==> src/rtl/pdm_mic_frontend.sv <==
// PDM mic front end: mic clock gen, dual-edge sampling, boxcar decimation.
// Optional DC blocker per channel when PDM_DC_BLOCK_EN is defined.
module pdm_mic_frontend #(
   parameter int PDM_COUNT_PERIOD = 32,
   parameter int NUM_PDM_SAMPLES  = 256,
   parameter int NUM_CH           = 1,
   parameter int OUT_W            = 16,
   parameter int DC_SHIFT         = 6
) (
   input  logic                    clk_in,
   input  logic                    rst_in,
   input  logic                    enable_in,
   input  logic                    mic_data_in,
   output logic                    mic_clk_out,
   output logic                    pdm_tick_out,
   output logic [NUM_CH*OUT_W-1:0] sample_out,
   output logic                    sample_valid_out
);

   localparam int LOG2N = $clog2(NUM_PDM_SAMPLES);
   localparam int CW    = $clog2(PDM_COUNT_PERIOD);
   localparam int HALF  = PDM_COUNT_PERIOD / 2;
   localparam int TW    = LOG2N + 1;
   localparam int SHIFT = OUT_W - 1 - LOG2N;
   localparam int LAST  = NUM_CH - 1;

   if ((PDM_COUNT_PERIOD % 2) != 0 || PDM_COUNT_PERIOD < 4) begin : g_bad_period
      $error("PDM_COUNT_PERIOD must be even and >= 4");
   end
   if (NUM_PDM_SAMPLES < 2 || (1 << LOG2N) != NUM_PDM_SAMPLES) begin : g_bad_n
      $error("NUM_PDM_SAMPLES must be a power of two >= 2");
   end
   if (OUT_W <= LOG2N || NUM_CH < 1 || NUM_CH > 2 || DC_SHIFT < 0) begin : g_bad_w
      $error("bad OUT_W / NUM_CH / DC_SHIFT");
   end

   logic [CW-1:0]           r_m_count;
   logic                    r_mic_clk;
   logic                    r_old_clk;
   logic                    w_rise;
   logic                    w_fall;
   logic [NUM_CH-1:0]       w_done;
   logic [NUM_CH*OUT_W-1:0] w_y_all;
   logic [NUM_CH*OUT_W-1:0] r_sample;
   logic                    r_valid;

   always_ff @(posedge clk_in) begin
      if (rst_in || !enable_in) begin
         r_m_count <= '0;
         r_mic_clk <= 1'b0;
         r_old_clk <= 1'b0;
      end else begin
         if (r_m_count == CW'(PDM_COUNT_PERIOD - 1)) begin
            r_m_count <= '0;
         end else begin
            r_m_count <= r_m_count + 1'b1;
         end
         r_mic_clk <= (r_m_count < CW'(HALF));
         r_old_clk <= r_mic_clk;
      end
   end

   // Gating by enable_in keeps the cycle enable drops free of stray ticks.
   assign w_rise = enable_in & r_mic_clk & ~r_old_clk;
   assign w_fall = enable_in & ~r_mic_clk & r_old_clk;

   for (genvar g = 0; g < NUM_CH; g++) begin : g_ch
      logic                    w_tick;
      logic [LOG2N-1:0]        r_cnt;
      logic [TW-1:0]           r_tally;
      logic [TW-1:0]           r_hold;
      logic [TW-1:0]           w_sum;
      logic [TW-1:0]           w_final;
      logic signed [TW+1:0]    w_cent;
      logic signed [TW-1:0]    w_sat;
      logic signed [OUT_W-1:0] w_ext;
      logic signed [OUT_W-1:0] w_x;
      logic signed [OUT_W-1:0] w_y;

      if (g == 0) begin : g_rise
         assign w_tick = w_rise;
      end else begin : g_fall
         assign w_tick = w_fall;
      end

      assign w_sum   = r_tally + TW'(mic_data_in);
      assign w_done[g] = w_tick &&
                         (r_cnt == LOG2N'(NUM_PDM_SAMPLES - 1));
      assign w_final = w_done[g] ? w_sum : r_hold;

      always_ff @(posedge clk_in) begin
         if (rst_in || !enable_in) begin
            r_cnt   <= '0;
            r_tally <= '0;
         end else if (w_tick) begin
            r_cnt   <= r_cnt + 1'b1;
            r_tally <= w_done[g] ? '0 : w_sum;
         end
      end

      always_ff @(posedge clk_in) begin
         if (rst_in) begin
            r_hold <= '0;
         end else if (w_done[g]) begin
            r_hold <= w_sum;
         end
      end

      assign w_cent = $signed({1'b0, w_final, 1'b0}) -
                      $signed((TW + 2)'(NUM_PDM_SAMPLES));

      always_comb begin
         w_sat = w_cent[TW-1:0];
         if (w_cent == $signed((TW + 2)'(NUM_PDM_SAMPLES))) begin
            w_sat = TW'(NUM_PDM_SAMPLES - 1);
         end
      end

      assign w_ext = OUT_W'(w_sat);
      assign w_x   = w_ext <<< SHIFT;

`ifdef PDM_DC_BLOCK_EN
      localparam int DW = OUT_W + DC_SHIFT;
      localparam logic signed [DW:0] SAT_HI =
         (DW + 1)'({1'b0, {(OUT_W - 1){1'b1}}});
      localparam logic signed [DW:0] SAT_LO = ~SAT_HI;

      logic signed [DW-1:0] r_dc;
      logic signed [DW-1:0] w_dc_hi;
      logic signed [DW:0]   w_diff;

      assign w_dc_hi = r_dc >>> DC_SHIFT;
      assign w_diff  = (DW + 1)'(w_x) - (DW + 1)'(w_dc_hi);

      always_comb begin
         w_y = w_diff[OUT_W-1:0];
         if (w_diff > SAT_HI) begin
            w_y = SAT_HI[OUT_W-1:0];
         end else if (w_diff < SAT_LO) begin
            w_y = SAT_LO[OUT_W-1:0];
         end
      end

      // Leaky tracker advances once per output sample.
      always_ff @(posedge clk_in) begin
         if (rst_in) begin
            r_dc <= '0;
         end else if (w_done[LAST]) begin
            r_dc <= r_dc + DW'(w_x) - w_dc_hi;
         end
      end
`else
      assign w_y = w_x;
`endif

      assign w_y_all[g*OUT_W +: OUT_W] = w_y;
   end

   always_ff @(posedge clk_in) begin
      if (rst_in) begin
         r_sample <= '0;
         r_valid  <= 1'b0;
      end else begin
         r_valid <= w_done[LAST];
         if (w_done[LAST]) begin
            r_sample <= w_y_all;
         end
      end
   end

   assign mic_clk_out      = r_mic_clk;
   assign pdm_tick_out     = w_rise;
   assign sample_out       = r_sample;
   assign sample_valid_out = r_valid;

endmodule
==> config.mk <==
export PLATFORM = sky130hd
export DESIGN_NAME = pdm_mic_frontend
export DESIGN_NICKNAME = d
export VERILOG_FILES = /design/src/rtl/pdm_mic_frontend.sv
export SDC_FILE = /design/constraint.sdc
export NUM_CORES = 1
export LEC_CHECK = 0
export BUFFER_PORTS_ARGS = -buffer_cell sky130_fd_sc_hd__clkbuf_2
export CAP_MARGIN = 40
export CORE_MARGIN = 4
export CORE_UTILIZATION = 55
export DETAILED_ROUTE_END_ITERATION = 16
export GPL_TIMING_DRIVEN = 0
export PLACE_DENSITY = 0.86
export SLEW_MARGIN = 25
export SYNTH_ARGS = -nofsm -noshare
export SYNTH_HDL_FRONTEND = slang
export SYNTH_SLANG_ARGS = --single-unit
==> constraint.sdc <==
create_clock -name clk_in -period 3.77 [get_ports clk_in]
set_input_delay 0.1885 -clock clk_in [delete_from_list [all_inputs] [get_ports clk_in]]
set_output_delay 0.1885 -clock clk_in [all_outputs]
set_load 0.03 [all_outputs]
==> out/metrics.cfg, run 1 <==
[finish]
fin_area_sq_mm=0.002112
syn_to_final_growth_pct=10.83
layout_commonest_cell=dfxtp_1
num_antenna_cells=0
fillCellCount=298
layout-drive-gt1-share_pct=17.55
multi_input_area_sq_um=978.4
final-seq-area_sq_um=820.8
fin_nets=253
mostFrequentLayoutCells=dfxtp_1, nor2_1, o21ai_0, a21oi_1, clkbuf_2

[grt]
grt_pass1_vias=1457
antenna_found_initial=0
grt_usage_pct=19.41
grt_first_pass_wirelength_um=6575
grt_overflow=0
grt_max_degree=13

[synth]
synth.distinct_cells=45
yosys-top-cells-area=dfxtp_1, nor2_1, o21ai_0
ys_seq_elements=41
synth_top_cell_area_share_pct=43.07
syn_inst=216
ys_warn_count=0
synth_edf_count=0
synth_flop_cell=dfxtp_1
syn-cell-area_sq_mm=0.001906
synth_top_area_cell=dfxtp_1
synth_area_per_cell_sq_um=8.822
synthArstFlopShare_pct=0
yosysSeqAreaShare_pct=43.07

[timing]
finalHoldViolations=0
setup_viol=0
worst_pin_slew_ns=0.5250
rsz0062_at_grt=false
finalClockSkew_ns=0.01620
fin_crit_sh_pct=62.74
setup_tns_ns=0
period_minus_slack_ns=2.365
timing.fmax_ghz=0.4228
relSlewSlack_pct=65.00
finalMaxSlewViolations=0

[critical_path]
crit_family=compound AO/OA/AOI/OAI gates
cp_common_cell=ha_1
critPathKind=flip-flop to flip-flop
rr_endpoint=sample_out[15]
cp_num_cells=7
cpMaxStageDelayCell=dfxtp_1
reg2reg_slack_ns=1.40
crit_buf_inv=0
worst_ep_required_time_ns=4.02
ff2ff_path_depth=7
cp_data_arrival_time_ns=2.61
crit_path_start_kind=flip-flop
regToRegStartpoint=g_ch[0].r_tally[0]
critPathCaptureType=flip-flop
path_max_fanout=9
crit_path_cell_trace=ha_1, ha_1, nand3_1, o21ai_0, a41o_1, nand4_4, a32o_2
slowest_delay_ns=0.36

[drt]
wire_per_inst_um=13.29
postRouteWirelength_um=3866
first_iter_violations=90
drc_errors=0
drtAntennaViolNets=0
vias=1585
via_per_inst=5.447
drt_first_pass_iters=4

[cts]
post-cts-setup-buffer-count=0
clk_pin_slew_worst_paths_ns=0.12
cts_root_buf=clkbuf_4
clock_path_buffers=2
htreeDepth=2
cts_tree=yes
cts_resized=0
holdBufCountCts=0
numCtsBuffers=5
cts.sinks=41
clock_latency_ns=0.35

[outcome]
status=finished clean

[floorplan]
start_util_pct=57.11
ios=23
core_sq_mm=0.003337
num_rows=21
dieWidth_um=66.86
die_area_sq_mm=0.004470
fp.dieH_um=66.86

[place]
hpwl_um=2833
portBuffers=15
post_dp_cell_area_sq_mm=0.002061
place.gp.congestion=0.8157

[min_path]
hold_start=rst_in
whs_path_depth=2
hp-class=primary input to flip-flop
hold_path_end=sample_valid_out

[power_and_ir_drop]
cellPowerDensity_mw_per_mm2=324.9
ir_worst_vdd_uv=249.6
p_leak_uw=0.0008401

[job]
cap_violations=0

## Yosys cell counts (all sizes together), types with 2 or more instances
cell type	number
o21ai	18
inv	3
o21a	4
nor2b	2
nand4	4
a41o	2
nand3	10
xor2	8
or3	4
a31oi	2
o22ai	2
nand2	12
buf	14
a41oi	3
ha	5
nor2	25
nor3b	2
clkbuf	5
nand2b	2
dfxtp	41
a21oi	17
and3	3
xnor2	5
and4	2
nor3	6
## worst register-to-register path: cells and delay by family (launching register included)
| family | cells | cell delay (ns) |
|---|---|---|
| AND/OR/NAND/NOR | 2 | 0.40 |
| flip-flops | 1 | 0.36 |
| adder cells (fa/ha/maj) | 2 | 0.57 |
| AO/OA/AOI/OAI | 3 | 0.94 |
## per-layer routing
| layer | wire [um] | global-route usage, % |
|---|---|---|
| met1 | 1771 | 23.65 |
| met3 | 195 | 4.553 |
| met4 | 59 | 7.848 |
| met5 | 0 | 0 |
| met2 | 1840 | 32.67 |
## flip-flops by register name (all words and copies together), names as in the netlist
name,flops
g_ch.r_tally,9
sample_out,9
g_ch.r_cnt,8
g_ch.r_hold,7
r_m_count,5
mic_clk_out,1
r_old_clk,1
sample_valid_out,1
## area by class of cell
class	instances	share of cell area [%]
buffer	19	5.391
clock buffer	6	1.955
clock inverter	2	0.4739
inverter	4	0.7109
multi-input combinational	158	46.33
sequential	41	38.86
tap	46	2.725
timing repair buffer	15	3.554
## report_power, final
| part | switching (uW) | total, uW | internal (uW) |
|---|---|---|---|
| clock network | 138 | 209 | 71.1 |
| registers | 1.94 | 437 | 436 |
| logic | 27.3 | 39.6 | 12.3 |
## metrics by stage
stage,hold WS [ns],cells,power [uW],setup slack [ns],util [%]
after floorplan,0.2840,222,477.8,1.785,-
after global placement,0.4075,283,486.0,1.536,61.75
after detailed placement,0.4116,283,486.8,1.479,61.75
after CTS,0.1301,291,691.7,1.447,63.29
after global routing,0.1615,291,718.5,1.262,63.29
final,0.1362,291,686.2,1.405,63.29
## kinds of logic after synthesis
family	count (synthesis)	share of synthesized area, %
AO/OA/AOI/OAI	53	17.53
XOR/XNOR	13	5.975
adder cells (fa/ha/maj)	5	3.283
buffers and inverters	23	6.763
flip-flops	41	43.07
multiplexers	1	0.5253
other	1	0.1968
AND/OR/NAND/NOR	79	22.65
## how the worst max path moves through the flow
stage	to	start
after CTS	sample_out[15]	g_ch[0].r_tally[0]
after global placement	sample_out[15]	g_ch[0].r_tally[0]
after floorplan	sample_out[15]	g_ch[0].r_tally[0]
final	sample_out[15]	g_ch[0].r_tally[0]
after detailed placement	sample_out[15]	g_ch[0].r_tally[0]
after global routing	sample_out[15]	g_ch[0].r_tally[0]
(Power assumes the default switching activity.)
==> run 2, diff against run 1 <==
--- a/config.mk
+++ b/config.mk
@@ -8,10 +8,10 @@
 export BUFFER_PORTS_ARGS = -buffer_cell sky130_fd_sc_hd__clkbuf_2
 export CAP_MARGIN = 40
 export CORE_MARGIN = 4
-export CORE_UTILIZATION = 55
+export CORE_UTILIZATION = 51
 export DETAILED_ROUTE_END_ITERATION = 16
 export GPL_TIMING_DRIVEN = 0
-export PLACE_DENSITY = 0.86
+export PLACE_DENSITY = 0.84
 export SLEW_MARGIN = 25
 export SYNTH_ARGS = -nofsm -noshare
 export SYNTH_HDL_FRONTEND = slang
==> constraint.sdc (replaced) <==
create_clock -name clk_in -period 2.01 [get_ports clk_in]
set_input_delay 0.1005 -clock clk_in [delete_from_list [all_inputs] [get_ports clk_in]]
set_output_delay 0.1005 -clock clk_in [all_outputs]
set_load 0.03 [all_outputs]
==> out/metrics.cfg, run 2 (synthesis results as in run 1) <==
[cts]
clock_path_buffers=2
clock_latency_ns=0.30
cts_root_buf=clkbuf_8
numCtsBuffers=5
cts.sinks=41
holdBufCountCts=0
cts_tree=yes
htreeDepth=2
clk_pin_slew_worst_paths_ns=0.08

[min_path]
hp-class=primary input to flip-flop

[critical_path]
worst_ep_required_time_ns=2.20
reg2reg_slack_ns=0.07
path_max_fanout=7
cp_data_arrival_time_ns=2.13
critPathKind=flip-flop to flip-flop
critPathCaptureType=flip-flop
crit_path_start_kind=flip-flop

[grt]
grt_max_degree=14
grt_first_pass_wirelength_um=6810
antenna_found_initial=0
grt_pass1_vias=1461
grt_overflow=0
grt_usage_pct=17.50

[finish]
layout-drive-gt1-share_pct=23.08
fin_area_sq_mm=0.002256
fin_nets=255
fin_cells=293
final_util_pct=65.04
layout_commonest_cell=dfxtp_1
num_antenna_cells=0
fillCellCount=296
syn_to_final_growth_pct=18.38
mostFrequentLayoutCells=dfxtp_1, nor2_1, a21oi_1, o21ai_0, clkbuf_2

[drt]
drc_errors=0
postRouteWirelength_um=4207
via_per_inst=5.488
first_iter_violations=104
wire_per_inst_um=14.36
drt_first_pass_iters=4
vias=1608
drtAntennaViolNets=0

[floorplan]
core_sq_mm=0.003468
num_rows=21
start_util_pct=54.94
die_area_sq_mm=0.004778
ios=23
dieWidth_um=69.13
fp.dieH_um=69.13

[place]
pre_cts_ws_ns=-0.2997
place.gp.congestion=0.8626
dp.cells=283
hpwl_um=2805
portBuffers=15
post_dp_cell_area_sq_mm=0.002061

[timing]
setup_viol=0
finalMaxSlewViolations=0
finalHoldViolations=0
worst_pin_slew_ns=0.5543
finalClockSkew_ns=0.006208
relSlewSlack_pct=63.05
setup_slack_ns=0.07154
timing.fmax_ghz=0.5159
whs_ns=0.1196
period_minus_slack_ns=1.938
fin_crit_sh_pct=96.44

[job]
cap_violations=0

[power_and_ir_drop]
cellPowerDensity_mw_per_mm2=632.0
p_leak_uw=0.0008667
ir_worst_vdd_uv=573.0

[outcome]
status=finished clean

-- run 2: changes by cell type in the layout (fill, tap and decap cells not counted), sizes merged --
cell and delta:
nand4 +1, clkinvlp +1, buf +1, clkbuf -1
-- run 2: critical path, cell delays in order, from the launching register on --
cell     delay [ns]
dfxtp_2        0.34
ha_4           0.18
ha_4           0.19
or3_1          0.31
o31ai_1        0.08
a41o_1         0.28
nand4_4        0.16
a32o_2         0.30
-- run 2: area by class of cell --
type	instances	area, sq um	share of cell area [%]
Clock inverter	3	17.52	0.7765
Inverter	4	15.01	0.6656
Tap cell	46	57.56	2.551
Multi-Input combinational cell	159	1070	47.42
Buffer	18	115.1	5.103
Timing Repair Buffer	17	90.09	3.993
Sequential cell	41	822.0	36.44
Clock buffer	5	68.82	3.050
-- run 2: path summary, 6_finish.rpt --
path | from | to | cells past startpoint
worst max-delay path | g_ch[0].r_tally[0] | sample_out[15] | 7
worst min-delay path | rst_in | sample_valid_out | 2
worst max register to register | g_ch[0].r_tally[0] | sample_out[15] | 7
worst min register to register | r_m_count[4] | mic_clk_out | 1
-- run 2: power breakdown --
part           switching, uW  internal, uW  total (uW)
sequential              3.73           816         820
clock                    290           240         530
combinational           52.3          24.1        76.3
total                    346          1080        1430
-- run 2: routing by layer --
metal | share of wire, % | GRT usage [%]
met2 | 47 | 26.91
met4 | 1.9 | 7.375
met1 | 45 | 22.83
met5 | 0 | 0
met3 | 6.2 | 5.087
-- run 2: timing repair --
item                                    4_1_cts  5_1_grt
pin swaps                                     4        0
cloned                                        1        0
buffers inserted                              2        0
endpoints found under the setup margin       12       11
gates resized for setup                      10        9
-- run 2: through the flow --
step / TNS, ns / total power [uW]
after floorplan: 0 / 896.1
after global placement: -1.345 / 911.4
after detailed placement: -1.752 / 912.7
after CTS: 0 / 1425
after global routing: -0.0004396 / 1477
final: 0 / 1426
